--- src/rtl/cmp_branch_unit_if.sv ---
// Execute-stage to compare/branch unit bus: instruction fields in, flag and redirect state out.
// master is the execute stage; slave is cmp_branch_unit.
interface cmp_branch_unit_if #(
    parameter int DATA_W = 4,
    parameter int PC_W   = 8
);
    logic              valid_in;
    logic              is_cmp;
    logic              is_branch;
    logic [DATA_W-1:0] cmp_result;
    logic              cmp_zero;
    logic [1:0]        br_cond;
    logic [PC_W-1:0]   br_target;

    logic              z_flag;
    logic [DATA_W-1:0] last_result;
    logic              redirect;
    logic [PC_W-1:0]   redirect_pc;
    logic              flush;
    logic [7:0]        taken_cnt;

    modport master (
        output valid_in, is_cmp, is_branch, cmp_result, cmp_zero, br_cond, br_target,
        input  z_flag, last_result, redirect, redirect_pc, flush, taken_cnt
    );

    modport slave (
        input  valid_in, is_cmp, is_branch, cmp_result, cmp_zero, br_cond, br_target,
        output z_flag, last_result, redirect, redirect_pc, flush, taken_cnt
    );
endinterface

--- src/rtl/cmp_branch_unit.sv ---
// Compare flag register plus branch resolver: a taken branch redirects fetch for one cycle
// and squashes younger instructions for FLUSH_CYC cycles.
module cmp_branch_unit #(
    parameter int DATA_W    = 4,
    parameter int PC_W      = 8,
    parameter int FLUSH_CYC = 2
) (
    input  logic            clk,
    input  logic            rst,
    cmp_branch_unit_if.slave bus
);
    typedef enum logic {
        IDLE  = 1'b0,
        FLUSH = 1'b1
    } state_t;

    localparam logic [3:0] FLUSH_LOAD = 4'(FLUSH_CYC - 1);

    state_t            state, state_nxt;
    logic [3:0]        flush_cnt, flush_cnt_nxt;
    logic              z_flag_q;
    logic [DATA_W-1:0] last_result_q;
    logic              redirect_q;
    logic [PC_W-1:0]   redirect_pc_q;
    logic [7:0]        taken_cnt_q;

    logic accept;
    logic taken;
    logic br_fire;

    assign accept = bus.valid_in && (state == IDLE);

    // Branch condition uses the registered flag, so a compare in the same cycle cannot affect it.
    always_comb begin
        // NOTE: every combinational output gets a default first so no path leaves it unassigned (no latch).
        taken = 1'b0;
        unique case (bus.br_cond)
            2'b00: taken = 1'b1;
            2'b01: taken = z_flag_q;
            2'b10: taken = ~z_flag_q;
            2'b11: taken = 1'b0;
            default: taken = 1'b0;
        endcase
    end

    assign br_fire = accept && bus.is_branch && taken;

    always_comb begin
        state_nxt     = state;
        flush_cnt_nxt = flush_cnt;
        unique case (state)
            IDLE: begin
                if (br_fire) begin
                    state_nxt     = FLUSH;
                    flush_cnt_nxt = FLUSH_LOAD;
                end
            end
            FLUSH: begin
                if (flush_cnt == 4'd0) begin
                    state_nxt = IDLE;
                end else begin
                    flush_cnt_nxt = flush_cnt - 4'd1;
                end
            end
            default: begin
                state_nxt     = IDLE;
                flush_cnt_nxt = 4'd0;
            end
        endcase
    end

    always_ff @(posedge clk) begin
        // NOTE: sequential state uses non-blocking assignments so every register samples pre-edge values.
        if (rst) begin
            state         <= IDLE;
            flush_cnt     <= 4'd0;
            z_flag_q      <= 1'b0;
            last_result_q <= '0;
            redirect_q    <= 1'b0;
            redirect_pc_q <= '0;
            taken_cnt_q   <= 8'd0;
        end else begin
            state      <= state_nxt;
            flush_cnt  <= flush_cnt_nxt;
            redirect_q <= br_fire;
            if (accept && bus.is_cmp) begin
                z_flag_q      <= bus.cmp_zero;
                last_result_q <= bus.cmp_result;
            end
            if (br_fire) begin
                redirect_pc_q <= bus.br_target;
                taken_cnt_q   <= taken_cnt_q + 8'd1;
            end
        end
    end

    assign bus.z_flag      = z_flag_q;
    assign bus.last_result = last_result_q;
    assign bus.redirect    = redirect_q;
    assign bus.redirect_pc = redirect_pc_q;
    assign bus.flush       = (state == FLUSH);
    assign bus.taken_cnt   = taken_cnt_q;
endmodule

--- src/flat_wrapper.sv ---
// flat-port wrapper written by rule: the top's interface ports become plain ports
module cmp_branch_unit_flat 
#(
    parameter int DATA_W    = 4,
    parameter int PC_W      = 8,
    parameter int FLUSH_CYC = 2
)
  (clk, rst, bus_valid_in, bus_is_cmp, bus_is_branch, bus_cmp_result, bus_cmp_zero, bus_br_cond, bus_br_target, bus_z_flag, bus_last_result, bus_redirect, bus_redirect_pc, bus_flush, bus_taken_cnt);
  cmp_branch_unit_if #(.DATA_W(DATA_W), .PC_W(PC_W)) bus_i ();
  input  logic clk;
  input  logic rst;
  input wire logic [$bits(bus_i.valid_in)-1:0] bus_valid_in;
  input wire logic [$bits(bus_i.is_cmp)-1:0] bus_is_cmp;
  input wire logic [$bits(bus_i.is_branch)-1:0] bus_is_branch;
  input wire logic [$bits(bus_i.cmp_result)-1:0] bus_cmp_result;
  input wire logic [$bits(bus_i.cmp_zero)-1:0] bus_cmp_zero;
  input wire logic [$bits(bus_i.br_cond)-1:0] bus_br_cond;
  input wire logic [$bits(bus_i.br_target)-1:0] bus_br_target;
  output wire logic [$bits(bus_i.z_flag)-1:0] bus_z_flag;
  output wire logic [$bits(bus_i.last_result)-1:0] bus_last_result;
  output wire logic [$bits(bus_i.redirect)-1:0] bus_redirect;
  output wire logic [$bits(bus_i.redirect_pc)-1:0] bus_redirect_pc;
  output wire logic [$bits(bus_i.flush)-1:0] bus_flush;
  output wire logic [$bits(bus_i.taken_cnt)-1:0] bus_taken_cnt;
  assign bus_i.valid_in = bus_valid_in;
  assign bus_i.is_cmp = bus_is_cmp;
  assign bus_i.is_branch = bus_is_branch;
  assign bus_i.cmp_result = bus_cmp_result;
  assign bus_i.cmp_zero = bus_cmp_zero;
  assign bus_i.br_cond = bus_br_cond;
  assign bus_i.br_target = bus_br_target;
  assign bus_z_flag = bus_i.z_flag;
  assign bus_last_result = bus_i.last_result;
  assign bus_redirect = bus_i.redirect;
  assign bus_redirect_pc = bus_i.redirect_pc;
  assign bus_flush = bus_i.flush;
  assign bus_taken_cnt = bus_i.taken_cnt;
  cmp_branch_unit #(.DATA_W(DATA_W), .PC_W(PC_W), .FLUSH_CYC(FLUSH_CYC)) u_core (.clk(clk), .rst(rst), .bus(bus_i));
endmodule
--- config.mk ---
export PLATFORM = sky130hd
export DESIGN_NAME = cmp_branch_unit_flat
export DESIGN_NICKNAME = d
export VERILOG_FILES = /design/src/rtl/cmp_branch_unit_if.sv /design/src/rtl/cmp_branch_unit.sv /design/src/flat_wrapper.sv
export SDC_FILE = /design/constraint.sdc
export NUM_CORES = 1
export LEC_CHECK = 0
export ABC_AREA = 1
export BUFFER_PORTS_ARGS = -buffer_cell sky130_fd_sc_hd__buf_4
export CAP_MARGIN = 20
export CORE_UTILIZATION = 47
export DETAILED_ROUTE_END_ITERATION = 10
export GPL_TIMING_DRIVEN = 1
export PLACE_DENSITY = 0.82
export SLEW_MARGIN = 20
export SYNTH_ARGS = -nofsm -noshare
export SYNTH_HDL_FRONTEND = slang
export SYNTH_SLANG_ARGS = --single-unit
--- constraint.sdc ---
create_clock -name clk -period 2 [get_ports clk]
set_clock_uncertainty 0.2 [all_clocks]
set_input_delay 0.3 -clock clk [delete_from_list [all_inputs] [get_ports clk]]
set_output_delay 0.3 -clock clk [all_outputs]
set_load 0.02 [all_outputs]
==> results.md, run 1 <==
- Cell variety after synth: 22
- Placer Congestion: 0.881
- WL met1: 1080 microns
- Max Freq: 0.616 GHz
- Clock Latency Late Sink: 0.31 ns
- 1st-pass router iterations: 4
- Grt ovf: 0
- Yosys Warn Count: 0
- Share of cells above drive strength 1: 26.5%
- Minimum clock period: 1.62 ns
- Post-Syn Nets: 171
- Clk slew on worst S/H paths: 0.13 ns
- Die Y: 50.6 microns
- Worst path max stage delay: 0.37 ns
- Final Hold Violating Endpoints: 0
- PwrDens: 621 mW/mm^2
- Main synth FF type: dfxtp_1
- Routed len/inst: 11.1 microns
- Ports: 43
- Full die area: 0.00256 sq mm
- CP arrival: 1.65 ns
- Cell count along the critical path: 8
- NumNets Final: 223
- Metal2 WL: 1320 microns
- Clock Sinks: 27
- Die X: 50.6 microns
- Slack of the critical path: 0.375 ns
- Final setup fails: 0
- Core Box Area: 0.00221 sq mm
- Worst vdd ir: 0.461 mV
- Least-Margin Pin Slew: 0.431 ns
- Diode count: 0
- Buffers added on ports: 42
- Initial antenna violation count: 0
- CP bufs+invs: 1
- First-pass GRT wire length: 4160 microns
- LEAKAGE: 0.000741 uW
- Cell Chain, Critical Path: inv_1 -> ha_1 -> nand2_1 -> nand2_1 -> o21ai_1 -> nand3_1 -> nand2_1 -> nor2_1
- Post-synthesis sequential area ratio: 48.8%
- RSZ-0062 raised after global routing: no
- CTS tree: done
- Avg Cell Area, Syn: 7.44 sq um
- Crit path max fanout: 5
- Mapped Area: 0.00111 sq mm
- Post-synth ARST share: 0%
- Drt drc: 0
- Setup Crit Path Kind: reg -> reg
- Critical path's slowest cell: dfxtp_1
- # H-tree levels: 1
- Initial Utilization: 50.1%
- Hpwl dp: 1810 microns
- Vias in the first global route: 1029
- DP Worst Slack: 0.408 ns
- Cell family with most CP delay: simple AND/OR/NAND/NOR gates
- Worst hold stages: 2
- Vias per cell: 4.86
- Global Route Usage Sum: 21.6%
- # Post-CTS Setup Buffers: 0
- Post-layout util: 69.7%
- Worst setup SP type: register
- Post-route ant nets: 0
- Total vias in the final route: 1107
- Max layer used: met4
- Fin cells: 228
- Routed wire length on met3: 85 microns
- Final slew viol count: 0
- Seq cells post-synth: 27
- Area Growth Syn to Fin: 39.1%
- Worst slew margin: 71.2%
- Crit path required time: 2.02 ns
- Number of flops mapped to enable cells by yosys: 0
- FF-to-FF path depth: 8
- Syn Inst Count: 149
- Most common cell on crit path: nand2_1
- Root Driver: clkbuf_4
- Maxcap violations: 0
- Initial DRC count: 10
- Largest net degree at the start of global routing: 15
- Crit share post-route: 81.2%
- Outcome: finished clean
- CP endpoint kind: register
- Inst Count DP: 216
- Post-route setup TNS: 0 ns
- Worst Hold Class: in -> reg
- Hold WS: 0.0292 ns
- # rows: 17
- Max Buffers Root-to-Sink: 2
- Post-Route WL: 2520 microns
- CTS buffer count: 3
-- layout make-up --
| cell class | count | area, sq um |
|---|---|---|
| fill | 190 | 671 |
| sequential | 27 | 541 |
| multi-input combinational | 105 | 487 |
| timing repair buffer | 50 | 395 |
| inverter | 14 | 57.6 |
| tap | 28 | 35.0 |
| clock buffer | 4 | 26.3 |
-- Yosys cell counts, types with 2 or more instances --
library cell   n  area share (%)
nand2_2        2             1.1
xor2_1         2             1.6
dfxtp_1       27              49
inv_1         12             4.1
nor3_1         2            0.90
nor2_1        11             3.7
o21ai_0        3             1.4
a21oi_1       13             5.9
nand3_1       10             4.5
o21ai_1        3             1.4
nand2_1       52              18
ha_1           2             2.3
-- registers in the layout (all words and copies together) (netlist names) --
signal and flops:
u_core.bus.taken_cnt 8, u_core.bus.redirect_pc 8, u_core.bus.redirect 1, u_core.bus.z_flag 1, u_core.bus.flush 1, u_core.bus.last_result 4
u_core.flush_cnt 4
-- per-stage QoR --
step | cell area [sq um] | total power, uW
2_1_floorplan | 1110 | 666
3_3_place_gp | 1440 | 723
3_5_place_dp | 1440 | 730
4_1_cts | 1540 | 959
5_1_grt | 1540 | 1000
6_report | 1540 | 958
-- per-layer routing --
layer | track usage [%] | up-vias
met3 | 3.03 | 6
li1 | - | 572
met4 | 8.80 | 0
met5 | 0 | -
met2 | 40.7 | 27
met1 | 23.8 | 502
-- placed cells by master, fill, tap and decap left out, drive strengths merged, types with 2 or more instances in the layout --
| cell | instances |
|---|---|
| dlygate4sd3 | 8 |
| clkbuf | 4 |
| o21ai | 6 |
| nand2 | 54 |
| inv | 13 |
| nor3 | 2 |
| nand3 | 11 |
| buf | 42 |
| a21oi | 13 |
| nor2 | 13 |
| xor2 | 2 |
| dfxtp | 27 |
| ha | 2 |
-- cells by family after synthesis --
group                    Yosys count  share of synthesized area, %
AND/OR/NAND/NOR                   82                          31.5
flip-flops                        27                          48.8
AO/OA/AOI/OAI                     19                          8.58
buffers and inverters             17                          7.34
XOR/XNOR                           2                          1.58
adder cells (fa/ha/maj)            2                          2.26
-- path summary, 6_finish.rpt --
kind / start / endpoint / slack (ns)
worst min register to register: u_core.bus.redirect_pc[7] / u_core.bus.redirect_pc[7] / 0.26
worst max-delay path: u_core.flush_cnt[0] / u_core.flush_cnt[2] / 0.38
worst max register to register: u_core.flush_cnt[0] / u_core.flush_cnt[2] / 0.38
worst min-delay path: rst / u_core.bus.last_result[2] / 0.03
-- where the power goes --
| group | switching (uW) | leakage [uW] | internal, uW |
|---|---|---|---|
| combinational | 83.8 | 0.000507 | 75.0 |
| clock | 148 | 0.0000150 | 77.9 |
| sequential | 14.4 | 0.000219 | 559 |
| total | 246 | 0.000741 | 712 |
-- timing repair --
| action | in CTS | in global routing |
|---|---|---|
| gates resized for setup | 0 | 0 |
| hold endpoints to repair | 8 | 0 |
| hold buffers | 8 | 0 |
(Power assumes the default switching activity.)
==> run 2: changes to the inputs <==
CORE_UTILIZATION = 42   (was 47)
PLACE_DENSITY = 0.78   (was 0.82)
clock period = 1.3 ns   (was 2 ns; I/O delays follow)
==> results.md, run 2 (synthesized netlist as in run 1, its figures left out) <==
- Crit path max fanout: 5 (unchanged)
- Critical path's slowest cell: dfxtp_4 (was dfxtp_1)
- Diode count: 0 (unchanged)
- CP arrival: 1.47 ns (was 1.65 ns)
- Core Box Area: 0.00248 sq mm (was 0.00221 sq mm)
- Setup Crit Path Kind: reg -> reg (unchanged)
- Minimum clock period: 1.38 ns (was 1.62 ns)
- Max Buffers Root-to-Sink: 2 (unchanged)
- Routed len/inst: 12.3 microns (was 11.1 microns)
- Combinational fraction of design power: 22.4% (was 16.6%)
- Clock power frac: 22.5% (was 23.6%)
- Outcome: finished, violations left (was finished clean)
- Initial Utilization: 44.7% (was 50.1%)
- Int Pwr: 1160 uW (was 712 uW)
- Worst hold stages: 2 (unchanged)
- Cell Chain, Critical Path: inv_2 -> nand2_2 -> nand2_2 -> nor2_4 -> buf_6 -> nand2_8 -> clkinv_8 -> nand2_4 -> nand2_2 (was inv_1 -> ha_1 -> nand2_1 -> nand2_1 -> o21ai_1 -> nand3_1 -> nand2_1 -> nor2_1)
- RSZ-0062 raised after global routing: yes (was no)
- Hold path endpoint: u_core.flush_cnt[1] (was u_core.bus.last_result[2])
- Worst slew margin: 74.5% (was 71.2%)
- Drt drc: 0 (unchanged)
- Vias in the first global route: 1133 (was 1029)
- Placer Congestion: 0.705 (was 0.881)
- Most common cell after layout, fill and taps aside: buf_4 (was nand2_1)
- # H-tree levels: 1 (unchanged)
- Worst Hold Class: in -> reg (unchanged)
- CTS buffer count: 3 (unchanged)
- PwrDens: 830 mW/mm^2 (was 621 mW/mm^2)
- Seq pwr share: 55.1% (was 59.9%)
- Clock Sinks: 27 (unchanged)
- Maxcap violations: 0 (unchanged)
- Largest net degree at the start of global routing: 15 (unchanged)
- Worst path max stage delay: 0.38 ns (was 0.37 ns)
- Max Freq: 0.723 GHz (was 0.616 GHz)
- Failing checks: negative hold slack, negative setup slack
- Final slew viol count: 0 (unchanged)
- Post-route setup TNS: -1.29 ns (was 0 ns)
- NumNets Final: 246 (was 223)
- Initial antenna violation count: 0 (unchanged)
- Net Switching: 442 uW (was 246 uW)
- CTS tree: done (unchanged)
- FF-to-FF path depth: 9 (was 8)
- Slack of the critical path: -0.0836 ns (was 0.375 ns)
- Least-Margin Pin Slew: 0.382 ns (was 0.431 ns)
- Clock Latency Late Sink: 0.32 ns (was 0.31 ns)
- Hold WS: -0.0854 ns (was 0.0292 ns)
- CP endpoint kind: register (unchanged)
- Crit path required time: 1.38 ns (was 2.02 ns)
- Sw Ratio: 27.6% (was 25.7%)
- Full die area: 0.00285 sq mm (was 0.00256 sq mm)
- R2R Setup Slk: -0.08 ns (was 0.38 ns)
- Crit share post-route: 106% (was 81.2%)
- Worst setup SP type: register (unchanged)
- DP Worst Slack: -0.114 ns (was 0.408 ns)
- Worst vdd ir: 0.857 mV (was 0.461 mV)
- Ports: 43 (unchanged)
- R2r startpoint: u_core.bus.z_flag (was u_core.flush_cnt[0])
- Most frequent cells in the layout: buf_4 (53), nand2_1 (34), dfxtp_1 (17) (was nand2_1 (52), buf_4 (42), dfxtp_1 (27))
- # rows: 18 (was 17)
- Post-route ant nets: 0 (unchanged)
- Buffers added on ports: 42 (unchanged)
- Crit path from: u_core.bus.z_flag (was u_core.flush_cnt[0])
- Clk slew on worst S/H paths: 0.14 ns (was 0.13 ns)
- Global Route Usage Sum: 20.9% (was 21.6%)
- Grt ovf: 0 (unchanged)
- Share of cells above drive strength 1: 52.0% (was 26.5%)
- First-pass GRT wire length: 4380 microns (was 4160 microns)
- Post-Route WL: 3120 microns (was 2520 microns)
- FF-to-FF End: u_core.bus.redirect_pc[4] (was u_core.flush_cnt[2])
- Root Driver: clkbuf_4 (unchanged)
- Area Growth Syn to Fin: 74.0% (was 39.1%)
- Hold Path Origin: rst (unchanged)
- Die Y: 53.4 microns (was 50.6 microns)
- Vias per cell: 4.91 (was 4.86)
- Final setup fails: 23 (was 0)
- Most common cell on crit path: nand2_2 (was nand2_1)
- Hpwl dp: 1980 microns (was 1810 microns)
- LEAKAGE: 0.000923 uW (was 0.000741 uW)
- Die X: 53.4 microns (was 50.6 microns)
- Final Hold Violating Endpoints: 9 (was 0)
- 1st-pass router iterations: 4 (unchanged)
- Initial DRC count: 10 (unchanged)
- Total vias in the final route: 1243 (was 1107)
[run 2: cell count changes in the layout (fill, tap and decap cells not counted), moves of 4 or more]
cell,delta
nand2_1,-18
nand2_2,+13
buf_4,+11
dfxtp_1,-10
buf_6,+9
dfxtp_2,+7
nand2_4,+4
o21ai_2,+4
[run 2: power groups by stage]
stage / Clock [uW] / Combinational (uW) / Sequential, uW
after global routing: 395 / 386 / 886
after CTS: 367 / 302 / 881
after detailed placement: 0 / 260 / 900
final: 361 / 359 / 882
after global placement: 0 / 251 / 897
after floorplan: 0 / 103 / 927
[run 2: per-layer routing]
metal	routed length, microns	GRT usage (%)
met1	1270	22.6
met2	1690	40.8
met3	169	3.45
met4	0	5.26
met5	0	0
[run 2: what timing repair did]
item,4_1_cts,5_1_grt
gates cloned,0,1
resized for setup,20,39
pin swaps,7,16
setup endpoints to repair,23,30
endpoints found under the hold margin,18,9
hold buffers,9,1
setup buffers,4,4
[run 2: cell type report]
class | count | area (sq um)
multi-input combinational | 105 | 629
timing repair buffer | 72 | 599
sequential | 27 | 561
fill | 158 | 548
inverter | 14 | 65.1
tap | 30 | 37.5
clock buffer | 4 | 26.3
timing repair inverter | 1 | 11.3
[run 2: per-stage QoR]
step / total power, uW / utilization [%] / cells / cell area [sq um]
global route: 1670 / 77.9 / 253 / 1930
floorplan: 1030 / - / 149 / 1130
global placement: 1150 / 62.7 / 230 / 1550
detailed placement: 1160 / 62.7 / 230 / 1550
CTS: 1550 / 71.2 / 247 / 1760
finish: 1600 / 77.9 / 253 / 1930
[run 2: worst max-delay path: cells and delay by family (launching register included)]
family	cells	cell delay, ns
flops	1	0.38
buf+inv	3	0.29
simple gates	6	0.48
[run 2: how the worst max path moves through the flow]
stage,endpoint,slack (ns),depth (start not counted)
final,u_core.bus.redirect_pc[4],-0.08,9
after global routing,u_core.bus.taken_cnt[2],-0.16,8
after CTS,u_core.bus.taken_cnt[7],-0.1,9
after detailed placement,u_core.bus.taken_cnt[0],-0.11,7
after global placement,u_core.flush_cnt[2],-0.04,7
after floorplan,u_core.bus.taken_cnt[4],-0.05,6
==> run 3: changes to the inputs <==
CORE_UTILIZATION = 50   (was 42)
PLACE_DENSITY = 0.87   (was 0.78)
clock period = 1.6 ns   (was 1.3 ns; I/O delays follow)
==> results.md, run 3 (synthesized netlist as in run 1, its figures left out) <==
- Final slew viol count: 0 (unchanged)
- Failing checks: negative hold slack (was negative hold slack, negative setup slack)
- Full die area: 0.00241 sq mm (was 0.00285 sq mm)
- CTS tree: done (unchanged)
- Hold WS: -0.0122 ns (was -0.0854 ns)
- Final Hold Violating Endpoints: 3 (was 9)
- Vias per cell: 5.21 (was 4.91)
- Outcome: finished, violations left (unchanged)
- CP endpoint kind: register (unchanged)
- Hold path endpoint: u_core.bus.z_flag (was u_core.flush_cnt[1])
- Post-Route WL: 3300 microns (was 3120 microns)
- NumNets Final: 236 (was 246)
- Cell Chain, Critical Path: inv_1 -> ha_1 -> nand2_1 -> nand2_2 -> or2_2 -> a21oi_1 (was inv_2 -> nand2_2 -> nand2_2 -> nor2_4 -> buf_6 -> nand2_8 -> clkinv_8 -> nand2_4 -> nand2_2)
- Worst setup SP type: register (unchanged)
- Worst vdd ir: 0.629 mV (was 0.857 mV)
- Area Growth Syn to Fin: 49.3% (was 74.0%)
- Worst Hold Class: in -> reg (unchanged)
- PwrDens: 762 mW/mm^2 (was 830 mW/mm^2)
- CP bufs+invs: 1 (was 3)
- Worst slew margin: 80.7% (was 74.5%)
- Least-Margin Pin Slew: 0.289 ns (was 0.382 ns)
- Grt ovf: 0 (unchanged)
- Die X: 49.1 microns (was 53.4 microns)
- Global Route Usage Sum: 26.5% (was 20.9%)
- R2r startpoint: u_core.flush_cnt[0] (was u_core.bus.z_flag)
- DP Worst Slack: 0.0102 ns (was -0.114 ns)
- 1st-pass router iterations: 4 (unchanged)
- Worst hold stages: 3 (was 2)
- Most frequent cells in the layout: nand2_1 (51), buf_4 (50), dfxtp_1 (25) (was buf_4 (53), nand2_1 (34), dfxtp_1 (17))
- Slack of the critical path: 0.0592 ns (was -0.0836 ns)
- Drt drc: 0 (unchanged)
- Max Buffers Root-to-Sink: 2 (unchanged)
- Most common cell after layout, fill and taps aside: nand2_1 (was buf_4)
- Initial Utilization: 54.8% (was 44.7%)
- FF-to-FF path depth: 6 (was 9)
- FF-to-FF End: u_core.flush_cnt[1] (was u_core.bus.redirect_pc[4])
- Crit path required time: 1.67 ns (was 1.38 ns)
- Worst path max stage delay: 0.37 ns (was 0.38 ns)
- Post-route ant nets: 0 (unchanged)
- Cell family with most CP delay: simple AND/OR/NAND/NOR gates (unchanged)
- Vias in the first global route: 1190 (was 1133)
- Setup Crit Path Kind: reg -> reg (unchanged)
- CP arrival: 1.61 ns (was 1.47 ns)
- Minimum clock period: 1.54 ns (was 1.38 ns)
- Hpwl dp: 1970 microns (was 1980 microns)
- Buffers added on ports: 42 (unchanged)
- Crit path max fanout: 5 (unchanged)
- Die Y: 49.1 microns (was 53.4 microns)
- Initial antenna violation count: 0 (unchanged)
- Diode count: 0 (unchanged)
- # H-tree levels: 1 (unchanged)
- Root Driver: clkbuf_4 (unchanged)
- Core Box Area: 0.00202 sq mm (was 0.00248 sq mm)
- Crit share post-route: 96.3% (was 106%)
- LEAKAGE: 0.000803 uW (was 0.000923 uW)
- Clock Sinks: 27 (unchanged)
- Critical path's slowest cell: dfxtp_2 (was dfxtp_4)
- First-pass GRT wire length: 4950 microns (was 4380 microns)
- Clock Latency Late Sink: 0.33 ns (was 0.32 ns)
- Share of cells above drive strength 1: 31.0% (was 52.0%)
- Placer Congestion: 0.778 (was 0.705)
- CTS buffer count: 3 (unchanged)
- Largest net degree at the start of global routing: 15 (unchanged)
- Post-layout util: 81.9% (was 77.9%)
- Hold Path Origin: bus_cmp_zero (was rst)
- Ports: 43 (unchanged)
- Final setup fails: 0 (was 23)
- # rows: 16 (was 18)
- FILL cells: 121 (was 158)
- Routed len/inst: 13.7 microns (was 12.3 microns)
- Maxcap violations: 0 (unchanged)
- Max Freq: 0.649 GHz (was 0.723 GHz)
- Total vias in the final route: 1251 (was 1243)
- Initial DRC count: 21 (was 10)
- Clk slew on worst S/H paths: 0.14 ns (about the same)
- R2R Setup Slk: 0.06 ns (was -0.08 ns)
## run 3: cell types whose count changed in the layout (fill, tap and decap cells not counted), sizes merged
cell / before / now
buf: 62 / 50
dlygate4sd3: 10 / 12
inv: 14 / 13
nor2: 13 / 14
## run 3: how the worst max path moves through the flow
stage                                  from                 endpoint  slack [ns]  cells after the start
detailed placement      u_core.flush_cnt[0]      u_core.flush_cnt[2]        0.01                      8
floorplan           u_core.bus.taken_cnt[0]  u_core.bus.taken_cnt[4]        0.16                      6
finish                  u_core.flush_cnt[0]      u_core.flush_cnt[1]        0.06                      6
global route            u_core.flush_cnt[0]      u_core.flush_cnt[1]       -0.01                      6
global placement        u_core.flush_cnt[0]      u_core.flush_cnt[3]        0.18                      8
CTS                     u_core.flush_cnt[0]      u_core.flush_cnt[1]        0.03                      6
## run 3: tightest hold or removal path, delay by kind of cell
family | cells | cell delay, ns
compound gates | 2 | 0.18
buf+inv | 1 | 0.08
## run 3: metal layers
layer	global-route usage, %	part of all wire [%]	vias to the layer above
met3	3.74	4.2	15
met1	28.7	39	584
met2	50.5	54	54
met4	10.8	2.5	0
met5	0	0	-
li1	-	-	598
## run 3: cell type report
type	instances	area (sq um)	area share [%]
multi-input combinational	106	499	30.2
sequential	27	543	32.8
inverter	14	57.6	3.48
timing repair buffer	62	495	29.9
tap	27	33.8	2.04
clock buffer	4	26.3	1.59
## run 3: stage by stage
stage          TNS, ns  cells  power (uW)  instance area [sq um]  hold WS [ns]
2_1_floorplan        0    149         832                   1110         0.143
3_3_place_gp         0    216         907                   1440         0.228
3_5_place_dp         0    216         918                   1440         0.233
4_1_cts              0    232        1220                   1590       0.00201
5_1_grt        -0.0100    240        1300                   1660       0.00752
6_report             0    240        1260                   1660       -0.0122
## run 3: timing repair
| action | CTS | global route |
|---|---|---|
| pin swaps | 0 | 1 |
| cloned | 0 | 1 |
| setup buffers | 0 | 7 |
| gates resized for setup | 2 | 3 |
| endpoints found under the hold margin | 17 | 0 |
| endpoints found under the setup margin | 2 | 13 |
| hold buffers | 12 | 0 |
## run 3: where the power goes
group / total [uW] / internal (uW) / leakage [uW] / switching, uW
Clock: 305 / 98.1 / 0.0000150 / 207
Sequential: 720 / 699 / 0.000220 / 20.4
Combinational: 236 / 114 / 0.000568 / 122
